==> src/rtl/mem_arb_pkg.sv <==
// Shared types for the two-port data memory arbiter: memory status codes,
// arbiter FSM states and port identifiers.
package mem_arb_pkg;

  typedef enum logic [1:0] {
    MEM_IDLE = 2'b00,
    MEM_BUSY = 2'b01,
    MEM_DONE = 2'b10
  } mem_status_e;

  typedef enum logic [1:0] {
    IDLE,
    ISSUE,
    BUSY,
    RESP
  } arb_state_e;

  typedef enum logic {
    PORT_D = 1'b0,
    PORT_I = 1'b1
  } port_e;

  function automatic port_e other_port(input port_e p);
    return (p == PORT_D) ? PORT_I : PORT_D;
  endfunction

endpackage

==> src/rtl/mem_arbiter_arb_select.sv <==
// Combinational two-way picker: fixed D-over-I priority, or alternation
// against the previous grant when both ports contend.
module arb_select
  import mem_arb_pkg::*;
#(
  parameter int unsigned ROUND_ROBIN = 0
) (
  input  logic  d_req,
  input  logic  i_req,
  input  port_e last_grant,
  output logic  gnt_valid,
  output port_e gnt_port
);

  always_comb begin
    gnt_valid = d_req | i_req;
    gnt_port  = PORT_I;
    if (d_req && i_req) begin
      gnt_port = (ROUND_ROBIN != 0) ? other_port(last_grant) : PORT_D;
    end else if (d_req) begin
      gnt_port = PORT_D;
    end
  end

endmodule

==> src/rtl/mem_arbiter.sv <==
// Shares the single-ported multi-cycle data memory between instruction fetch
// (port I) and the memory stage (port D), one transaction at a time.
module mem_arbiter
  import mem_arb_pkg::*;
#(
  parameter int unsigned ROUND_ROBIN = 0
) (
  input  logic        clk,
  input  logic        reset,
  input  logic        d_req,
  input  logic        d_we,
  input  logic [31:0] d_addr,
  input  logic [31:0] d_wdata,
  output logic        d_done,
  output logic [31:0] d_rdata,
  input  logic        i_req,
  input  logic        i_we,
  input  logic [31:0] i_addr,
  input  logic [31:0] i_wdata,
  output logic        i_done,
  output logic [31:0] i_rdata,
  output logic        mem_valid,
  output logic [31:0] mem_addr,
  output logic        mem_we,
  output logic [31:0] mem_wdata,
  input  logic [31:0] mem_rdata,
  input  logic [1:0]  mem_status
);

  arb_state_e  state_q, state_d;
  port_e       grant_q, grant_d;
  logic        grant_vld_q, grant_vld_d;
  port_e       last_grant_q, last_grant_d;
  logic [31:0] addr_q, addr_d;
  logic        we_q, we_d;
  logic [31:0] wdata_q, wdata_d;
  logic        d_done_q, d_done_d;
  logic        i_done_q, i_done_d;
  logic [31:0] d_rdata_q, d_rdata_d;
  logic [31:0] i_rdata_q, i_rdata_d;

  logic        sel_valid;
  port_e       sel_port;
  mem_status_e status;

  assign status = mem_status_e'(mem_status);

  arb_select #(
    .ROUND_ROBIN(ROUND_ROBIN)
  ) u_select (
    .d_req     (d_req),
    .i_req     (i_req),
    .last_grant(last_grant_q),
    .gnt_valid (sel_valid),
    .gnt_port  (sel_port)
  );

  always_comb begin
    state_d      = state_q;
    grant_d      = grant_q;
    grant_vld_d  = grant_vld_q;
    last_grant_d = last_grant_q;
    addr_d       = addr_q;
    we_d         = we_q;
    wdata_d      = wdata_q;
    d_done_d     = 1'b0;
    i_done_d     = 1'b0;
    d_rdata_d    = d_rdata_q;
    i_rdata_d    = i_rdata_q;

    case (state_q)
      IDLE: begin
        if (sel_valid) begin
          state_d      = ISSUE;
          grant_d      = sel_port;
          grant_vld_d  = 1'b1;
          last_grant_d = sel_port;
          if (sel_port == PORT_D) begin
            addr_d  = d_addr;
            we_d    = d_we;
            wdata_d = d_wdata;
          end else begin
            addr_d  = i_addr;
            we_d    = i_we;
            wdata_d = i_wdata;
          end
        end
      end
      // Enter BUSY only at the start of a fresh memory cycle.
      ISSUE: begin
        if (status == MEM_IDLE) state_d = BUSY;
      end
      // Done and rdata are loaded here so they appear registered in RESP.
      BUSY: begin
        if (status == MEM_DONE) begin
          state_d = RESP;
          if (grant_vld_q && grant_q == PORT_D) begin
            d_done_d = 1'b1;
            if (!we_q) d_rdata_d = mem_rdata;
          end else if (grant_vld_q) begin
            i_done_d = 1'b1;
            if (!we_q) i_rdata_d = mem_rdata;
          end
        end
      end
      RESP: begin
        state_d     = IDLE;
        grant_vld_d = 1'b0;
      end
      default: state_d = IDLE;
    endcase
  end

  always_ff @(posedge clk) begin
    if (reset) begin
      state_q      <= IDLE;
      grant_q      <= PORT_I;
      grant_vld_q  <= 1'b0;
      last_grant_q <= PORT_I;
      addr_q       <= '0;
      we_q         <= 1'b0;
      wdata_q      <= '0;
      d_done_q     <= 1'b0;
      i_done_q     <= 1'b0;
      d_rdata_q    <= '0;
      i_rdata_q    <= '0;
    end else begin
      state_q      <= state_d;
      grant_q      <= grant_d;
      grant_vld_q  <= grant_vld_d;
      last_grant_q <= last_grant_d;
      addr_q       <= addr_d;
      we_q         <= we_d;
      wdata_q      <= wdata_d;
      d_done_q     <= d_done_d;
      i_done_q     <= i_done_d;
      d_rdata_q    <= d_rdata_d;
      i_rdata_q    <= i_rdata_d;
    end
  end

  // The memory writes whenever write-enable is high, so it is confined to BUSY.
  assign mem_valid = (state_q == ISSUE) || (state_q == BUSY);
  assign mem_we    = we_q && (state_q == BUSY);
  assign mem_addr  = addr_q;
  assign mem_wdata = wdata_q;
  assign d_done    = d_done_q;
  assign i_done    = i_done_q;
  assign d_rdata   = d_rdata_q;
  assign i_rdata   = i_rdata_q;

endmodule
==> config.mk <==
export PLATFORM = sky130hd
export DESIGN_NAME = mem_arbiter
export DESIGN_NICKNAME = d
export VERILOG_FILES = /design/src/rtl/mem_arb_pkg.sv /design/src/rtl/mem_arbiter_arb_select.sv /design/src/rtl/mem_arbiter.sv
export SDC_FILE = /design/constraint.sdc
export NUM_CORES = 1
export LEC_CHECK = 0
export ABC_AREA = 1
export BUFFER_PORTS_ARGS = -buffer_cell sky130_fd_sc_hd__buf_2
export CORE_AREA = 2 2 117 119
export DETAILED_ROUTE_END_ITERATION = 10
export DIE_AREA = 0 0 119 121
export PLACE_DENSITY = 0.77
export REMOVE_ABC_BUFFERS = 1
export SYNTH_ARGS = -nofsm -noshare
export SYNTH_HDL_FRONTEND = slang
export SYNTH_HIERARCHICAL = 1
export SYNTH_SLANG_ARGS = --single-unit
==> constraint.sdc <==
create_clock -name clk -period 2.9 [get_ports clk]
set_clock_uncertainty 0.05 [all_clocks]
set_input_delay 0.145 -clock clk [delete_from_list [all_inputs] [get_ports clk]]
set_output_delay 0.145 -clock clk [all_outputs]
set_load 0.02 [all_outputs]
==> results.cfg, run 1 <==
[placement]
io_buffers = 299
dp.cells = 1186
globalplace.congestion = 0.891
dp_hpwl_um = 11700

[power_and_ir_drop]
p_comb_frac = 0.305
ir_drop_uv = 590
p_switching_uw = 2310
p_clk_frac = 0.331
p_sw_frac = 0.347
p_leak_uw = 0.00429
p_per_area_nw_per_um2 = 817
p_int_uw = 4330
p_seq_frac = 0.364

[clock_network]
cts.sinks = 135
clkTransAtPathRegs_ns = 0.06
holdBufCountCts = 34
cts_root_buf = clkbuf_16
cts_max_level = 4
tritoncts = done
ctsResizeCount = 0
clkLatencyLatePin_ns = 0.41
clockBufferDepth = 2
cts_buffers = 17
postCtsSetupBuffers = 0

[timing]
finalHoldViolations = 0
slew_headroom = 0.515
setup_viol = 0
tightest_slew_ns = 0.728
finalCriticalPeriod_ns = 1.86
fin_crit_sh = 0.642
rsz0062_at_grt = no
drv_slew = 0
fmax_mhz = 537
finalSetupTns_ns = 0

[die]
die_height_um = 121
die-area_um2 = 14400
io_pins = 300
die_w_um = 119
start_util = 0.432
coreArea_um2 = 13100
num_rows = 42

[synthesis]
synth-seq-cells = 135
synth_top_family_by_area = simple AND/OR/NAND/NOR gates
synth_xor_area_frac = 0
netlist_instances = 759
yosys.cell_types.count = 23
yosys_warnings = 6
ys_seq_area_frac = 0.478
synthMuxAreaShare = 0
synthSimpleGateAreaFrac = 0.256
synth_compound_area_frac = 0.148
synth_fa_ha_area_frac = 0.0111
netlist_area_um2 = 5660
avgSynthCellArea_um2 = 7.45

[critical_path]
r2r_start = state_q[0]
crit_slowest_cell = dfxtp_1
crit_path_frequent_cell = nand2_1
critPathKind = flip-flop to flip-flop
worstPathCellList = inv_1 > ha_1 > nand2_1 > nor2_4 > nand2_1 > buf_4 > nand2_1 > a21oi_1
cp_top_family = simple AND/OR/NAND/NOR gates
startpoint = state_q[0]
path_max_fanout = 24
cp.arrival_ns = 2.14
worstPathRequired_ns = 3.18
end_kind = flip-flop
max_stage_delay_ns = 0.36
start_kind = flip-flop
path_buf_inv = 2

[layout]
area_growth_pct = 43.7
fin_nets = 1236
layoutNonFillerInstCount = 1253
drive_above_1_share = 0.325

[detailed_routing]
drt-vias-per-instance = 4.89
first_pass_iters = 5
routed_wl_um = 17600
drc = 0
wl_per_cell_um = 14.1
vias = 6133
drtIter0Drc = 403
ant_nets = 0

[grt]
grt_usage = 0.241
grt_max_degree = 131
grt_pass1_wl_um = 27900
antenna_found_initial = 0
overflow = 0
first_global_vias = 5739

[min_path]
hp-start = mem_status[0]
hold_path.class = input port to flip-flop

[job]
max_cap_violations = 0

[status]
outcome = finished, final reports clean
[state kept, by name, summed over array words and instances (netlist names)]
name,flops
last_grant_q,1
d_done,1
i_done,1
we_q,1
grant_vld_q,1
d_rdata,32
mem_wdata,32
i_rdata,32
mem_addr,32
state_q,2
[cell usage after synthesis]
| library cell | count | share of area |
|---|---|---|
| o211ai_1 | 66 | 0.088 |
| inv_1 | 77 | 0.051 |
| inv_2 | 3 | 0.0020 |
| buf_4 | 4 | 0.0053 |
| nor2_4 | 1 | 0.0020 |
| buf_1 | 1 | 0.00066 |
| buf_2 | 32 | 0.028 |
| nor2_1 | 68 | 0.045 |
| dfxtp_1 | 135 | 0.48 |
| nor3_1 | 1 | 0.00088 |
| nand4_1 | 2 | 0.0022 |
| clkbuf_2 | 2 | 0.0018 |
| nand2_2 | 3 | 0.0033 |
| a221oi_1 | 1 | 0.0015 |
| ha_1 | 5 | 0.011 |
| o21ai_1 | 22 | 0.019 |
| nand2_1 | 174 | 0.12 |
| a21oi_1 | 33 | 0.029 |
| buf_6 | 4 | 0.0080 |
| clkbuf_1 | 15 | 0.010 |
| o21ai_0 | 11 | 0.0097 |
| nand3_1 | 98 | 0.087 |
| clkinv_2 | 1 | 0.00088 |
[worst register-to-register path, cell delays in order, from the launching register on]
cell and delay (ns):
dfxtp_1 0.36, inv_1 0.10, ha_1 0.24, nand2_1 0.12
nor2_4 0.05, nand2_1 0.27, buf_4 0.35, nand2_1 0.10
a21oi_1 0.15
[final timing paths]
path / endpoint / slack [ns] / cells after the start
max: i_rdata[1] / 1.04 / 8
min: d_done / 0.02 / 4
max reg2reg: i_rdata[1] / 1.04 / 8
min reg2reg: i_rdata[14] / 0.41 / 2
[per-stage QoR]
step | cell area, um2 | hold WS [ns] | util | total power, uW | setup WS [ns]
6_report | 8130 | 0.0183 | 0.621 | 6640 | 1.04
5_1_grt | 8130 | 0.0237 | 0.621 | 7000 | 0.882
4_1_cts | 8130 | 0.00774 | 0.621 | 6690 | 1.06
3_5_place_dp | 7170 | 0.361 | 0.548 | 4430 | 1.09
3_3_place_gp | 7170 | 0.351 | 0.548 | 4410 | 1.15
2_1_floorplan | 5350 | 0.164 | - | 3680 | 0.688
[power by group through the flow]
| stage | Clock [uW] | Sequential [uW] | Combinational [uW] |
|---|---|---|---|
| 3_5_place_dp | 0 | 2440 | 1990 |
| 3_3_place_gp | 0 | 2450 | 1970 |
| 2_1_floorplan | 0 | 2860 | 815 |
| 5_1_grt | 2320 | 2460 | 2210 |
| 4_1_cts | 2240 | 2420 | 2030 |
| 6_report | 2200 | 2420 | 2030 |
[layer usage]
layer	wire, um	up-vias	global-route usage
met4	729	0	0.118
met1	7240	2747	0.288
met3	1060	58	0.0569
li1	-	3079	-
met2	8590	249	0.408
met5	0	-	0
[kinds of logic (layout without fill, tap and decap cells)]
logic type,Yosys count,in the layout
buf+inv,139,456
flops,135,135
compound gates,133,133
fa+ha+maj,5,5
simple gates,347,347
other cells,0,1
[cell usage in the layout (no fill, tap or decap)]
cell type and count:
dfxtp_1 135, a21oi_1 33, buf_12 2, inv_6 1, nand3_1 98, nand4_1 2, o21ai_1 22, clkbuf_8 3
o211ai_1 66, buf_4 8, a221oi_1 1, bufinv_16 3, diode_2 1, nand2_2 3, o21ai_0 11, nor3_1 1
nor2_1 68, ha_1 5, inv_2 3, buf_2 299, nor2_4 1, nand2_1 174, clkinvlp_4 1, clkinv_2 7
inv_1 76, dlygate4sd3_1 34, clkinv_4 2, clkbuf_16 17
[layout make-up]
cell class,instances,area [um2]
diodes,1,2.50
clock buffers,20,467
clock inverters,12,149
fillers,1161,4960
inverters,81,307
multi-input cells,485,2340
flip-flops and latches,135,2700
well taps,176,220
repair buffers,343,1940
No activity file was read; power rests on OpenSTA's default activity.
==> run 2: changes to the inputs <==
- CORE_AREA: 2 2 117 119 -> unset
- CORE_MARGIN: unset -> 2
- CORE_UTILIZATION: unset -> 41
- DIE_AREA: 0 0 119 121 -> unset
- clock period: 2.9 -> 1.65 ns (I/O delays scaled with it)
==> run 2 against run 1 <==
Hold slack gained 0.0042 ns. Critical path type unchanged. Non-clock buffer count up 137. Critical endpoint is now i_rdata[25]. Sequential power increased by 78%. Largest power group unchanged.
==> results.cfg, run 2 (synthesis results as in run 1) <==
[status]
outcome = finished, final reports clean

[critical_path]
cp_top_family = simple AND/OR/NAND/NOR gates
max_stage_delay_ns = 0.33
path_buf_inv = 2
start_kind = flip-flop
path_max_fanout = 27
worstPathCellList = inv_2 > ha_1 > nand2_1 > nor2_4 > buf_6 > nand3_1 > a21oi_1
critPathKind = flip-flop to flip-flop
worstPathRequired_ns = 1.93
end_kind = flip-flop
crit_slowest_cell = dfxtp_2
cp.arrival_ns = 1.85

[layout]
fillers = 884
area_growth_pct = 69.3
fin_nets = 1373
final_common_cell = buf_2
drive_above_1_share = 0.306
mostFrequentLayoutCells = 299 x buf_2, 173 x nand2_1, 157 x dlygate4sd3_1
fin_area_um2 = 9580
layoutNonFillerInstCount = 1390
utilization = 0.717

[detailed_routing]
vias = 7204
drt-vias-per-instance = 5.18
ant_nets = 0
drc = 0
wl_per_cell_um = 16.3
drtIter0Drc = 708
first_pass_iters = 6
routed_wl_um = 22600

[die]
coreArea_um2 = 13300
die_w_um = 121
io_pins = 300
die_height_um = 121
start_util = 0.424
num_rows = 42
die-area_um2 = 14800

[timing]
rsz0062_at_grt = yes
setup_viol = 0
finalCriticalPeriod_ns = 1.57
fin_ws_ns = 0.0830
drv_slew = 0
slew_headroom = 0.673
fmax_mhz = 638
fin_crit_sh = 0.950
finalHoldViolations = 0
tightest_slew_ns = 0.491

[placement]
place_ws_ns = 0.0483
dp_hpwl_um = 12100
globalplace.congestion = 0.903
io_buffers = 299
dpl_cell_area_um2 = 7330
dp.cells = 1196

[grt]
use_met3 = 0.0742
met1_usage = 0.305
busiest_layer = met2
antenna_found_initial = 1
met2_usage = 0.520
grt_max_degree = 62
grt_usage = 0.294
overflow = 0
grt_pass1_wl_um = 34400
first_global_vias = 7192

[clock_network]
cts_root_buf = clkbuf_16
clkLatencyLatePin_ns = 0.41
cts_max_level = 4
cts.sinks = 135
tritoncts = done
clockBufferDepth = 2
clkTransAtPathRegs_ns = 0.06
cts_buffers = 17

[power_and_ir_drop]
ir_drop_uv = 1080
p_leak_uw = 0.00490
p_per_area_nw_per_um2 = 1270

[min_path]
hold_path.class = input port to flip-flop

[job]
max_cap_violations = 0
==> run 2: report_power, final <==
part / total [uW] / switching [uW] / internal, uW
combinational: 4280 / 2640 / 1640
clock: 3620 / 1440 / 2180
sequential: 4300 / 380 / 3920
total: 12200 / 4470 / 7740
==> run 2: per-stage QoR <==
step | power (uW) | hold slack, ns | setup TNS, ns
6_report | 12200 | 0.0225 | 0
3_5_place_dp | 7990 | 0.289 | 0
3_3_place_gp | 7950 | 0.282 | 0
2_1_floorplan | 6460 | 0.102 | -63.20
5_1_grt | 12800 | 0.0426 | -0.0174
4_1_cts | 11900 | 0.00125 | 0
==> run 2: cell type report <==
cell class / instances / area [um2] / area share
diodes: 1 / 2.50 / 0.000261
clock buffers: 20 / 467 / 0.0487
clock inverters: 12 / 103 / 0.0107
inverters: 81 / 312 / 0.0325
multi-input cells: 485 / 2360 / 0.247
flip-flops and latches: 135 / 2710 / 0.282
well taps: 176 / 220 / 0.0230
repair buffers: 480 / 3410 / 0.356
==> run 2: per-layer routing <==
metal,wire (um),vias to the layer above
li1,-,3364
met1,8120,3293
met2,11500,423
met3,1740,124
met4,1280,0
met5,0,-
==> run 2: worst paths after layout <==
check	endpoint	start	cells after the start	slack, ns
setup / recovery	i_rdata[25]	state_q[0]	7	0.08
hold / removal	mem_wdata[2]	i_wdata[2]	5	0.02
setup reg to reg	i_rdata[25]	state_q[0]	7	0.08
hold reg to reg	i_rdata[30]	i_rdata[30]	2	0.41
==> run 2: timing repair <==
action,CTS,global route
resized for setup,0,15
setup endpoints to repair,0,116
hold buffers,157,0
hold endpoints to repair,129,0
buffers inserted,0,1
==> run 2: worst min-delay path: stages <==
cell	delay, ns
buf_2	0.08
nand2_1	0.05
nand3_1	0.10
o211ai_1	0.09
inv_1	0.06
==> run 3: changes to the inputs <==
- CAP_MARGIN: unset -> 0
- SYNTH_HIERARCHICAL: 1 -> unset
==> run 3 against run 2 <==
Core utilization is 1.4 points lower. Maximum frequency is 0.81% higher. Via count is 0.72% higher. Register-to-register slack better by 0.04 ns. Clock power is 1% lower. Highest routed layer is now met5.
==> results.cfg, run 3 <==
[status]
outcome = finished, final reports clean

[placement]
dpl_cell_area_um2 = 7320
globalplace.congestion = 0.831
place_ws_ns = 0.0848
io_buffers = 299
dp_hpwl_um = 12300

[synthesis]
synth-edff-count = 0
ys_seq_area_frac = 0.477
yosys_warnings = 0
synth_most_common_cell = nand2_1
synth-seq-cells = 135
synth_area_leaders = dfxtp_1 48%, nand2_1 16%, nor2_1 13%
avgSynthCellArea_um2 = 6.91
netlist_instances = 821
yosys.cell_types.count = 24
async_flop_share = 0
ys.flop_type = dfxtp_1
synthTopCellsByCount = 238 x nand2_1, 198 x nor2_1, 135 x dfxtp_1
netlist_area_um2 = 5670
netlist.area_leader.share = 0.477
yosys.area.top_type = dfxtp_1

[layout]
final_common_cell = buf_2
seq_area_um2 = 2700
fillers = 997
drive_above_1_share = 0.277
utilization = 0.703
fin_area_um2 = 9420
multiInputGateArea_um2 = 2620
fin_nets = 1424
area_growth_pct = 66.2
antenna-diode-count = 0
mostFrequentLayoutCells = 299 x buf_2, 238 x nand2_1, 198 x nor2_1

[detailed_routing]
vias = 7256
drtIter0Drc = 711
ant_nets = 0
routed_wl_um = 22000
drt-vias-per-instance = 5.04
first_pass_iters = 5
wl_per_cell_um = 15.3
drc = 0

[critical_path]
worstPathCellList = buf_2 > inv_4 > nand2_1 > nand2_1 > dlygate4sd3_1 > o21ai_1 > nor2_1
crit_path_frequent_cell = nand2_1
end_kind = flip-flop
start_kind = input port
r2r_slack_ns = 0.12
crit_slowest_cell = dlygate4sd3_1
path_max_fanout = 65
rr_worst_depth = 7
max_stage_delay_ns = 0.57
cp.arrival_ns = 1.85
critPathKind = input port to flip-flop
worstPathRequired_ns = 1.95

[clock_network]
cts_root_buf = clkbuf_16
cts.sinks = 135
clockBufferDepth = 2
clkTransAtPathRegs_ns = 0.06
cts_max_level = 4
postCtsSetupBuffers = 0
cts_buffers = 17
clkLatencyLatePin_ns = 0.42
tritoncts = done

[timing]
tightest_slew_ns = 0.647
hold_ws_ns = 0.0177
rsz0062_at_grt = no
drv_slew = 0
fin_ws_ns = 0.0956
finalCriticalPeriod_ns = 1.55
slew_headroom = 0.569
fin_crit_sh = 0.942
setup_viol = 0
finalHoldViolations = 0
fmax_mhz = 643

[min_path]
hold_depth = 5
hold_path.class = input port to flip-flop

[power_and_ir_drop]
p_seq_frac = 0.341
p_int_uw = 7780
p_per_area_nw_per_um2 = 1300
p_sw_frac = 0.366
p_clk_frac = 0.292
p_switching_uw = 4490
p_comb_frac = 0.367
ir_drop_uv = 668
p_leak_uw = 0.00473
totalPowerFinal_uw = 12300

[grt]
antenna_found_initial = 1
overflow = 0
first_global_vias = 6990
grt_usage = 0.291
grt_pass1_wl_um = 33900
grt_max_degree = 66

[job]
max_cap_violations = 0

[die]
num_rows = 42
io_pins = 300
die_height_um = 122
start_util = 0.423
die_w_um = 122
die-area_um2 = 14800
coreArea_um2 = 13400
run 3: cell count changes after synthesis, moves of 48 or more:
cell,delta
o21ai_0,+48
inv_1,-70
o211ai_1,-65
nand3_1,-64
nand2_1,+64
nor2_1,+130
run 3: cell families (layout without fill, tap and decap cells):
group / Yosys count / count (layout) / share of synthesized area
compound gates: 137 / 137 / 0.124
simple gates: 474 / 474 / 0.324
fa+ha+maj: 6 / 6 / 0.0132
flops: 135 / 135 / 0.477
buf+inv: 69 / 511 / 0.0627
run 3: area by class of cell:
class,instances,area share
Sequential cell,135,0.287
Clock inverter,9,0.0109
Tap cell,176,0.0234
Multi-Input combinational cell,617,0.278
Timing Repair Buffer,469,0.349
Inverter,10,0.00438
Clock buffer,23,0.0475
run 3: metal layers:
layer  part of all wire  up-vias  GRT usage
met4              0.048        2      0.153
met3              0.086       83     0.0712
met1               0.38     3260      0.321
li1                   -     3465          -
met5            0.00059        -          0
met2               0.49      446      0.519
run 3: final timing paths:
| kind | start | to |
|---|---|---|
| worst max-delay path | d_req | mem_wdata[17] |
| worst min-delay path | i_addr[5] | mem_addr[5] |
| worst max register to register | state_q[1] | d_rdata[17] |
| worst min register to register | i_rdata[9] | i_rdata[9] |
run 3: repair_timing:
action / 4_1_cts / 5_1_grt
endpoints found under the hold margin: 129 / 0
gates resized for setup: 0 / 10
hold buffers: 154 / 0
setup endpoints to repair: 0 / 93
run 3: power by group through the flow:
stage	registers, uW	logic [uW]	clock network, uW
final	4180	4500	3580
after global routing	4240	4860	3790
after CTS	4160	4370	3620
after detailed placement	4230	4030	0
after global placement	4190	3980	0
after floorplan	4880	1690	0
run 3: per-stage QoR:
| step | cells | setup TNS (ns) |
|---|---|---|
| finish | 1439 | 0 |
| global route | 1439 | 0 |
| CTS | 1439 | 0 |
| detailed placement | 1253 | 0 |
| global placement | 1253 | 0 |
| floorplan | 762 | -58.02 |
run 3: critical path: cells and delay by family:
kind            cells  cell delay, ns
buf+inv             3            1.19
simple gates        3            0.46
compound gates      1            0.09
